<file path="src/rtl/count_snapshot_if.sv">
// Valid/ready snapshot stream from count_snapshot to its consumer.
// The master drives valid and data; the slave drives ready.
interface count_snapshot_if #(
    parameter int unsigned DATA_W = 10
);
    logic              valid;
    logic              ready;
    logic [DATA_W-1:0] data;

    modport master (output valid, output data, input ready);
    modport slave  (input valid, input data, output ready);
endinterface

</file>
<file path="src/rtl/count_snapshot.sv">
// Samples the event counter each rising edge and queues tagged snapshots
// {tag, count} on snap, match and wrap events into a small FIFO.
module count_snapshot #(
    parameter int unsigned WIDTH = 8,
    parameter int unsigned DEPTH = 4
) (
    input  logic                   clk,
    input  logic                   clr_n,
    input  logic [WIDTH-1:0]       count_in,
    input  logic                   snap,
    input  logic                   match_en,
    input  logic [WIDTH-1:0]       match_val,
    count_snapshot_if.master       out_bus,
    output logic [$clog2(DEPTH):0] level,
    output logic                   overflow,
    input  logic                   ovf_clr
);
    localparam int unsigned PTR_W  = $clog2(DEPTH);
    localparam int unsigned LVL_W  = PTR_W + 1;
    localparam int unsigned DATA_W = WIDTH + 2;

    localparam logic [1:0] TAG_SNAP  = 2'b00;
    localparam logic [1:0] TAG_MATCH = 2'b01;
    localparam logic [1:0] TAG_WRAP  = 2'b10;

    logic [WIDTH-1:0]  count_q;
    logic              prev_valid;
    logic [PTR_W-1:0]  wr_ptr;
    logic [PTR_W-1:0]  rd_ptr;
    logic [DATA_W-1:0] mem [DEPTH];

    logic              wrap_ev;
    logic              match_ev;
    logic              any_ev;
    logic [1:0]        tag;
    logic [DATA_W-1:0] push_data;
    logic              pop;
    logic              push;
    logic              drop;
    logic              full;
    logic [PTR_W-1:0]  rd_next;
    logic [LVL_W-1:0]  level_next;
    logic [DATA_W-1:0] head_next;

    // Event detection, push/pop decisions and next head of queue
    always_comb begin
        wrap_ev    = prev_valid && (count_q == '1) && (count_in == '0);
        // Only the first cycle at a value matches, so a held count matches once
        match_ev   = match_en && (count_in == match_val) &&
                     (!prev_valid || (count_in != count_q));
        any_ev     = wrap_ev || match_ev || snap;
        tag        = TAG_SNAP;
        if (wrap_ev)       tag = TAG_WRAP;
        else if (match_ev) tag = TAG_MATCH;
        push_data  = {tag, count_in};

        pop        = out_bus.valid && out_bus.ready;
        full       = (level == LVL_W'(DEPTH));
        push       = any_ev && (!full || pop);
        drop       = any_ev && full && !pop;

        rd_next    = pop ? (rd_ptr + PTR_W'(1)) : rd_ptr;
        level_next = level;
        if (push && !pop)      level_next = level + LVL_W'(1);
        else if (pop && !push) level_next = level - LVL_W'(1);

        // A push into a FIFO that is empty after this edge becomes the head directly
        head_next  = (push && (wr_ptr == rd_next)) ? push_data : mem[rd_next];
    end

    // Counter sample, pointers, registered outputs
    always_ff @(posedge clk or negedge clr_n) begin
        if (!clr_n) begin
            count_q       <= '0;
            prev_valid    <= 1'b0;
            wr_ptr        <= '0;
            rd_ptr        <= '0;
            level         <= '0;
            overflow      <= 1'b0;
            out_bus.valid <= 1'b0;
            out_bus.data  <= '0;
        end else begin
            count_q       <= count_in;
            prev_valid    <= 1'b1;
            if (push) wr_ptr <= wr_ptr + PTR_W'(1);
            rd_ptr        <= rd_next;
            level         <= level_next;
            out_bus.valid <= (level_next != '0);
            out_bus.data  <= head_next;
            if (drop)         overflow <= 1'b1;
            else if (ovf_clr) overflow <= 1'b0;
        end
    end

    // Storage array; contents are meaningless until written, so no reset
    always_ff @(posedge clk) begin
        if (push) mem[wr_ptr] <= push_data;
    end
endmodule

</file>
<file path="src/flat_wrapper.sv">
// flat-port wrapper written by rule: the top's interface ports become plain ports
module count_snapshot_flat 
#(
    parameter int unsigned WIDTH = 8,
    parameter int unsigned DEPTH = 4
)
  (clk, clr_n, count_in, snap, match_en, match_val, level, overflow, ovf_clr, out_bus_valid, out_bus_data, out_bus_ready);
  count_snapshot_if #(.DATA_W(10)) out_bus_i ();
  input  logic clk;
  input  logic clr_n;
  input  logic [WIDTH-1:0] count_in;
  input  logic snap;
  input  logic match_en;
  input  logic [WIDTH-1:0] match_val;
  output logic [$clog2(DEPTH):0] level;
  output logic overflow;
  input  logic ovf_clr;
  output wire logic [$bits(out_bus_i.valid)-1:0] out_bus_valid;
  output wire logic [$bits(out_bus_i.data)-1:0] out_bus_data;
  input wire logic [$bits(out_bus_i.ready)-1:0] out_bus_ready;
  assign out_bus_valid = out_bus_i.valid;
  assign out_bus_data = out_bus_i.data;
  assign out_bus_i.ready = out_bus_ready;
  count_snapshot #(.WIDTH(WIDTH), .DEPTH(DEPTH)) u_core (.clk(clk), .clr_n(clr_n), .count_in(count_in), .snap(snap), .match_en(match_en), .match_val(match_val), .out_bus(out_bus_i), .level(level), .overflow(overflow), .ovf_clr(ovf_clr));
endmodule
</file>
<file path="config.mk">
export PLATFORM = sky130hd
export DESIGN_NAME = count_snapshot_flat
export DESIGN_NICKNAME = d
export VERILOG_FILES = /design/src/rtl/count_snapshot_if.sv /design/src/rtl/count_snapshot.sv /design/src/flat_wrapper.sv
export SDC_FILE = /design/constraint.sdc
export NUM_CORES = 1
export LEC_CHECK = 0
export ABC_CLOCK_PERIOD_IN_PS = 5900
export CORE_UTILIZATION = 59
export DETAILED_ROUTE_END_ITERATION = 8
export PLACE_DENSITY_LB_ADDON = 0.05
export SLEW_MARGIN = 20
export SYNTH_ARGS = -nofsm -noshare
export SYNTH_HDL_FRONTEND = slang
export SYNTH_SLANG_ARGS = --single-unit
export TNS_END_PERCENT = 20
</file>
<file path="constraint.sdc">
create_clock -name clk -period 5.9 [get_ports clk]
set_input_delay 1.18 -clock clk [delete_from_list [all_inputs] [get_ports clk]]
set_output_delay 1.18 -clock clk [all_outputs]
set_load 0.01 [all_outputs]
</file>
## Yosys cells after proc, flatten, opt, wreduce, memory -nomap -nowiden

Memory sizes are Yosys's and may differ from the RTL's. A register that Yosys moved wholly into a read port is not among the register bits.
Cells that the tools add are included.

| storage, ports and cells | value |
|---|---|
| RAM bits | 40 |
| input bits | 22 |
| bits in registers | 18 |
| memories kept | 1 |
| output and inout port bits | 15 |

Memories:

| name | words | bits a word | read ports | clocked after Yosys merged registers in | wr ports | RTL line | RTL |
|---|---|---|---|---|---|---|---|
| u_core.mem | 4 | 10 | 1 | 1 | 1 | count_snapshot.sv:30 | `logic [DATA_W-1:0] mem [DEPTH];` |

| cells by class | value |
|---|---|
| $add $sub $neg | 4 |
| reductions and logical operators | 22 |
| multiplexer cells | 9 |
| eq/ne operators | 4 |

Operators with widths:

| operator | number |
|---|---|
| logical AND 1 bit | 10 |
| == test 8 bit | 1 |
| == test 8 bit, second input constant | 1 |
| logical NOT 8 bit | 1 |
| inequality test 8 bit | 1 |
| 2-to-1 mux 3 bit | 2 |
| logical NOT 1 bit | 5 |
| 2-to-1 mux 1 bit | 5 |
| adder 2 x 1 -> 2 bit, second input constant | 2 |
| logical OR 1 bit | 4 |
| 2-to-1 mux 2 bit | 2 |
| adder 3 x 1 -> 3 bit, second input constant | 1 |
| == test 3 bit, second input constant | 1 |
| nonzero test 3 bit | 1 |
| subtractor 3 x 1 -> 3 bit, second input constant | 1 |
| nonzero test 2 bit | 1 |

## Longest topological paths before layout

| logic depth | value |
|---|---|
| depth in word-level cells | 11 |
| mapped depth | 8 |

## Worst setup path before layout

Ideal clock, no wire load.

| timing | value |
|---|---|
| path type | input-to-reg |
| from | input out_bus_ready |
| to | register u_core.out_bus.data[0] (read register of u_core.mem) |
| cell stages on the path | 6 |
| arrival | 3.095 ns |
| setup slack | 2.680 ns |
| required time | 5.775 ns |
| path through | and2_1 clkbuf_1 xnor2_1 clkbuf_1 mux4_2 mux2_4 |

| on the way | value |
|---|---|
| word-level cells in the longest chain between the ends | 2 |

RTL lines:

| element | RTL line | RTL |
|---|---|---|
| start: declaration | flat_wrapper.sv:20 | `input wire logic [$bits(out_bus_i.ready)-1:0] out_bus_ready;` |
| logical AND 1 bit | count_snapshot.sv:57 | `pop = out_bus.valid && out_bus.ready;` |
| 2-to-1 mux 2 bit | count_snapshot.sv:62 | `rd_next = pop ? (rd_ptr + PTR_W'(1)) : rd_ptr;` |
| end: declaration | count_snapshot_if.sv:10 | `modport master (output valid, output data, input ready);` |

No other way between the ends.
A chain may end at the register's enable or synchronous reset.

==> flow_summary.toml <==
[global_routing]
initial_antenna_violation_count = 0
first_global_vias = 1648
pin_count_of_the_biggest_net_entering_global_routing = 29
track_usage_pct = 23.0
wire_length_of_the_first_global_routing_pass_um = 8360
globalRouteOverflowTotal = 0

[logic_synthesis]
synth_xor_area_share_pct = 6.89
synth-async-reset-ratio_pct = 41.2
ys_seq_elements = 68
ys_seq_area_share_pct = 65.1
main_combinational_cell_family_by_area_after_synthesis = "multiplexers"
synth_area_in_simple_gates_pct = 7.11
syn-cell-area_um2 = 2920
adder_and_majority_gate_portion_of_the_synthesized_area_pct = 3.00
synth_flop_cell = "sky130_fd_sc_hd__edfxtp_1"
syn_area_per_cell_um2 = 16.7
synth.mux.area_fraction_pct = 13.9
syn_nets = 204
warning_count_from_the_yosys_run = 0
syn-instance-count = 175
edff_count_synth = 40
synth-compound-area-share_pct = 2.23
yosys.cell_types.count = 33

[clocking]
ctsHoldBuffers = 0
tritoncts_clock_tree = "built"
cts.repair_timing.setup_buffer_count = 0
worst_setup_hold_path_clk_slew_ns = 0.07
post_cts_resized = 0
clkSinkCount = 68
clock_insertion_delay_worst_skew_ns = 0.33
numCtsBuffers = 9
cts_htree_levels = 3
cts_root_buffer = "sky130_fd_sc_hd__clkbuf_8"
clockBufferDepth = 2

[route]
initialDrtViolationCount = 92
count_of_tritonroute_iterations_in_the_first_routing_pass = 4
wl_per_cell_um = 18.3
postRouteWirelength_um = 5380
routed-via-count = 1579
vias_per_cell = 5.39
drc = 0
drtAntennaViolNets = 0

[floorplan]
floorplan.die.width_um = 72.4
die_y_um = 72.4
starting_density_pct = 61.5
coreArea_um2 = 4750
number_of_standard_cell_rows_in_the_floorplan = 25
fp.dieArea_um2 = 5240
design.portCount = 37

[setup_path]
timing_startpoint_of_the_critical_path = "count_in[5]"
crit_end = "u_core.out_bus.data[7]"
reg2reg_setup_slack_ns = 2.99
r2r_cells = 7
reg2reg_to = "u_core.out_bus.data[7]"
crit-reg2reg-launch = "u_core.prev_valid"
crit_required_ns = 6.11
startpoint_type = "input pin"
worst_ep_arrival_time_ns = 4.24
critPathCaptureType = "register"
worstSetupPathType = "input pin to register"
crit_path_max_fanout = 10

[placed_design]
place.detailed.hpwl_um = 3590
placement.setup.worst_slack_ns = 1.56
placement.io_buffers = 36
gpl.final_weighted_congestion = 0.838
dp_cells = 277

[sta]
grt_setup_unrepaired = "no"
slew_headroom_pct = 47.3
period_needed_ns = 4.02
tightestPinTransition_ns = 0.785
finalCritPeriodShare_pct = 68.2
timing_hold_violations_final = 0
timing_max_transition_violations_final = 0
maxClockFrequency_ghz = 0.249
fin_skew_ns = 0.00638
final.setup.worst_slack_ns = 1.88
finalSetupViolations = 0
setup_tns_ns = 0

[cells_and_area]
final_cell_count_no_fill = 293
commonest_cells_after_routing_fill_and_taps_aside = "sky130_fd_sc_hd__edfxtp_1 (40), sky130_fd_sc_hd__clkdlybuf4s50_1 (36), sky130_fd_sc_hd__dfrtp_1 (28), sky130_fd_sc_hd__xnor2_1 (21), sky130_fd_sc_hd__nand2_1 (13)"
area_delta_synth_final_pct = 23.2
post_route_cells_drive_above_1_share_pct = 21.2
layout.nets = 250
final_common_cell = "sky130_fd_sc_hd__edfxtp_1"
antenna_cell_count = 0
final_util_pct = 75.8

[power_and_ir_drop]
power_density_nw_per_um2 = 503
power.ir.vdd_worst_v = 0.000339
total_leakage_power_nw = 1.35

[run_status]
run_status = "complete, no violations"

[worst_hold_path]
hold_path_class = "register to register"

[run]
max_cap_viol_count = 0
==> cells by family after synthesis <==
logic type,count (synthesis)
flip-flops,68
adder cells (fa/ha/maj),7
multiplexers,23
buffers and inverters,11
AO/OA/AOI/OAI,6
XOR/XNOR,23
AND/OR/NAND/NOR,36
other,1
==> how the worst min path moves through the flow <==
stage | startpoint | endpoint | slack (ns) | depth (start not counted)
after detailed placement | u_core.overflow | u_core.overflow | 0.53 | 2
after global routing | u_core.level[0] | u_core.level[0] | 0.59 | 1
after global placement | u_core.level[0] | u_core.level[0] | 0.53 | 1
final | u_core.overflow | u_core.overflow | 0.56 | 2
after floorplan | u_core.overflow | u_core.overflow | 0.56 | 2
after CTS | u_core.overflow | u_core.overflow | 0.56 | 2
==> metrics by stage <==
step           total power [mW]  instance area [µm²]  hold WS (ns)
2_1_floorplan              1.17                 2920         0.558
3_3_place_gp               1.36                 3370         0.534
3_5_place_dp               1.39                 3370         0.532
4_1_cts                    1.83                 3600         0.555
5_1_grt                    1.90                 3600         0.593
6_report                   1.81                 3600         0.558
==> sequential cells by signal, indices dropped and copies added (netlist names) <==
register and count:
u_core.overflow 1, u_core.out_bus.valid 1, u_core.wr_ptr 2, u_core.prev_valid 1, u_core.count_q 8, u_core.mem 40
u_core.level 3, u_core.out_bus.data 10, u_core.rd_ptr 2
==> critical path, cell delays in order <==
cell and delay [ns]:
sky130_fd_sc_hd__clkdlybuf4s50_1 0.60, sky130_fd_sc_hd__or4_1 0.65, sky130_fd_sc_hd__nor3_4 0.38, sky130_fd_sc_hd__a211oi_4 0.12
sky130_fd_sc_hd__a31oi_4 0.28, sky130_fd_sc_hd__and3_1 0.67, sky130_fd_sc_hd__mux2_4 0.35
==> power by group <==
| group | internal, mW | leakage [nW] | switching, mW | total [mW] |
|---|---|---|---|---|
| registers | 0.640 | 0.686 | 0.0555 | 0.695 |
| logic | 0.394 | 0.539 | 0.290 | 0.683 |
| clock network | 0.271 | 0.122 | 0.162 | 0.433 |
==> layout make-up <==
class / count / area [µm²]
clock buffer: 12 / 165
multi-input combinational: 96 / 972
timing repair buffer: 39 / 383
clock inverter: 4 / 70.1
sequential: 68 / 1900
fill: 306 / 1150
inverter: 7 / 26.3
tap: 67 / 83.8
==> Yosys cell counts (all sizes together) (2+ instances only) <==
cell type / n / share of area, %
xnor2: 21 / 6.3
mux4: 10 / 7.7
nor3: 4 / 1.1
edfxtp: 40 / 41
dfrtp: 28 / 24
nand4: 3 / 0.64
nand2: 13 / 1.7
and2: 5 / 1.2
ha: 7 / 3.0
nand3: 4 / 0.68
inv: 7 / 0.90
or3: 2 / 0.60
mux2i: 2 / 0.68
clkbuf: 3 / 0.39
mux2: 11 / 5.5
xor2: 2 / 0.60
==> routing by layer <==
metal  up-vias  wire [µm]  GRT usage, %
met1       795       2270          29.9
met2        47       2830          38.8
met3         5        204          3.75
met4         0         67          9.80
met5         -          0             0
li1        732          -             -
(Power assumes the default switching activity.)
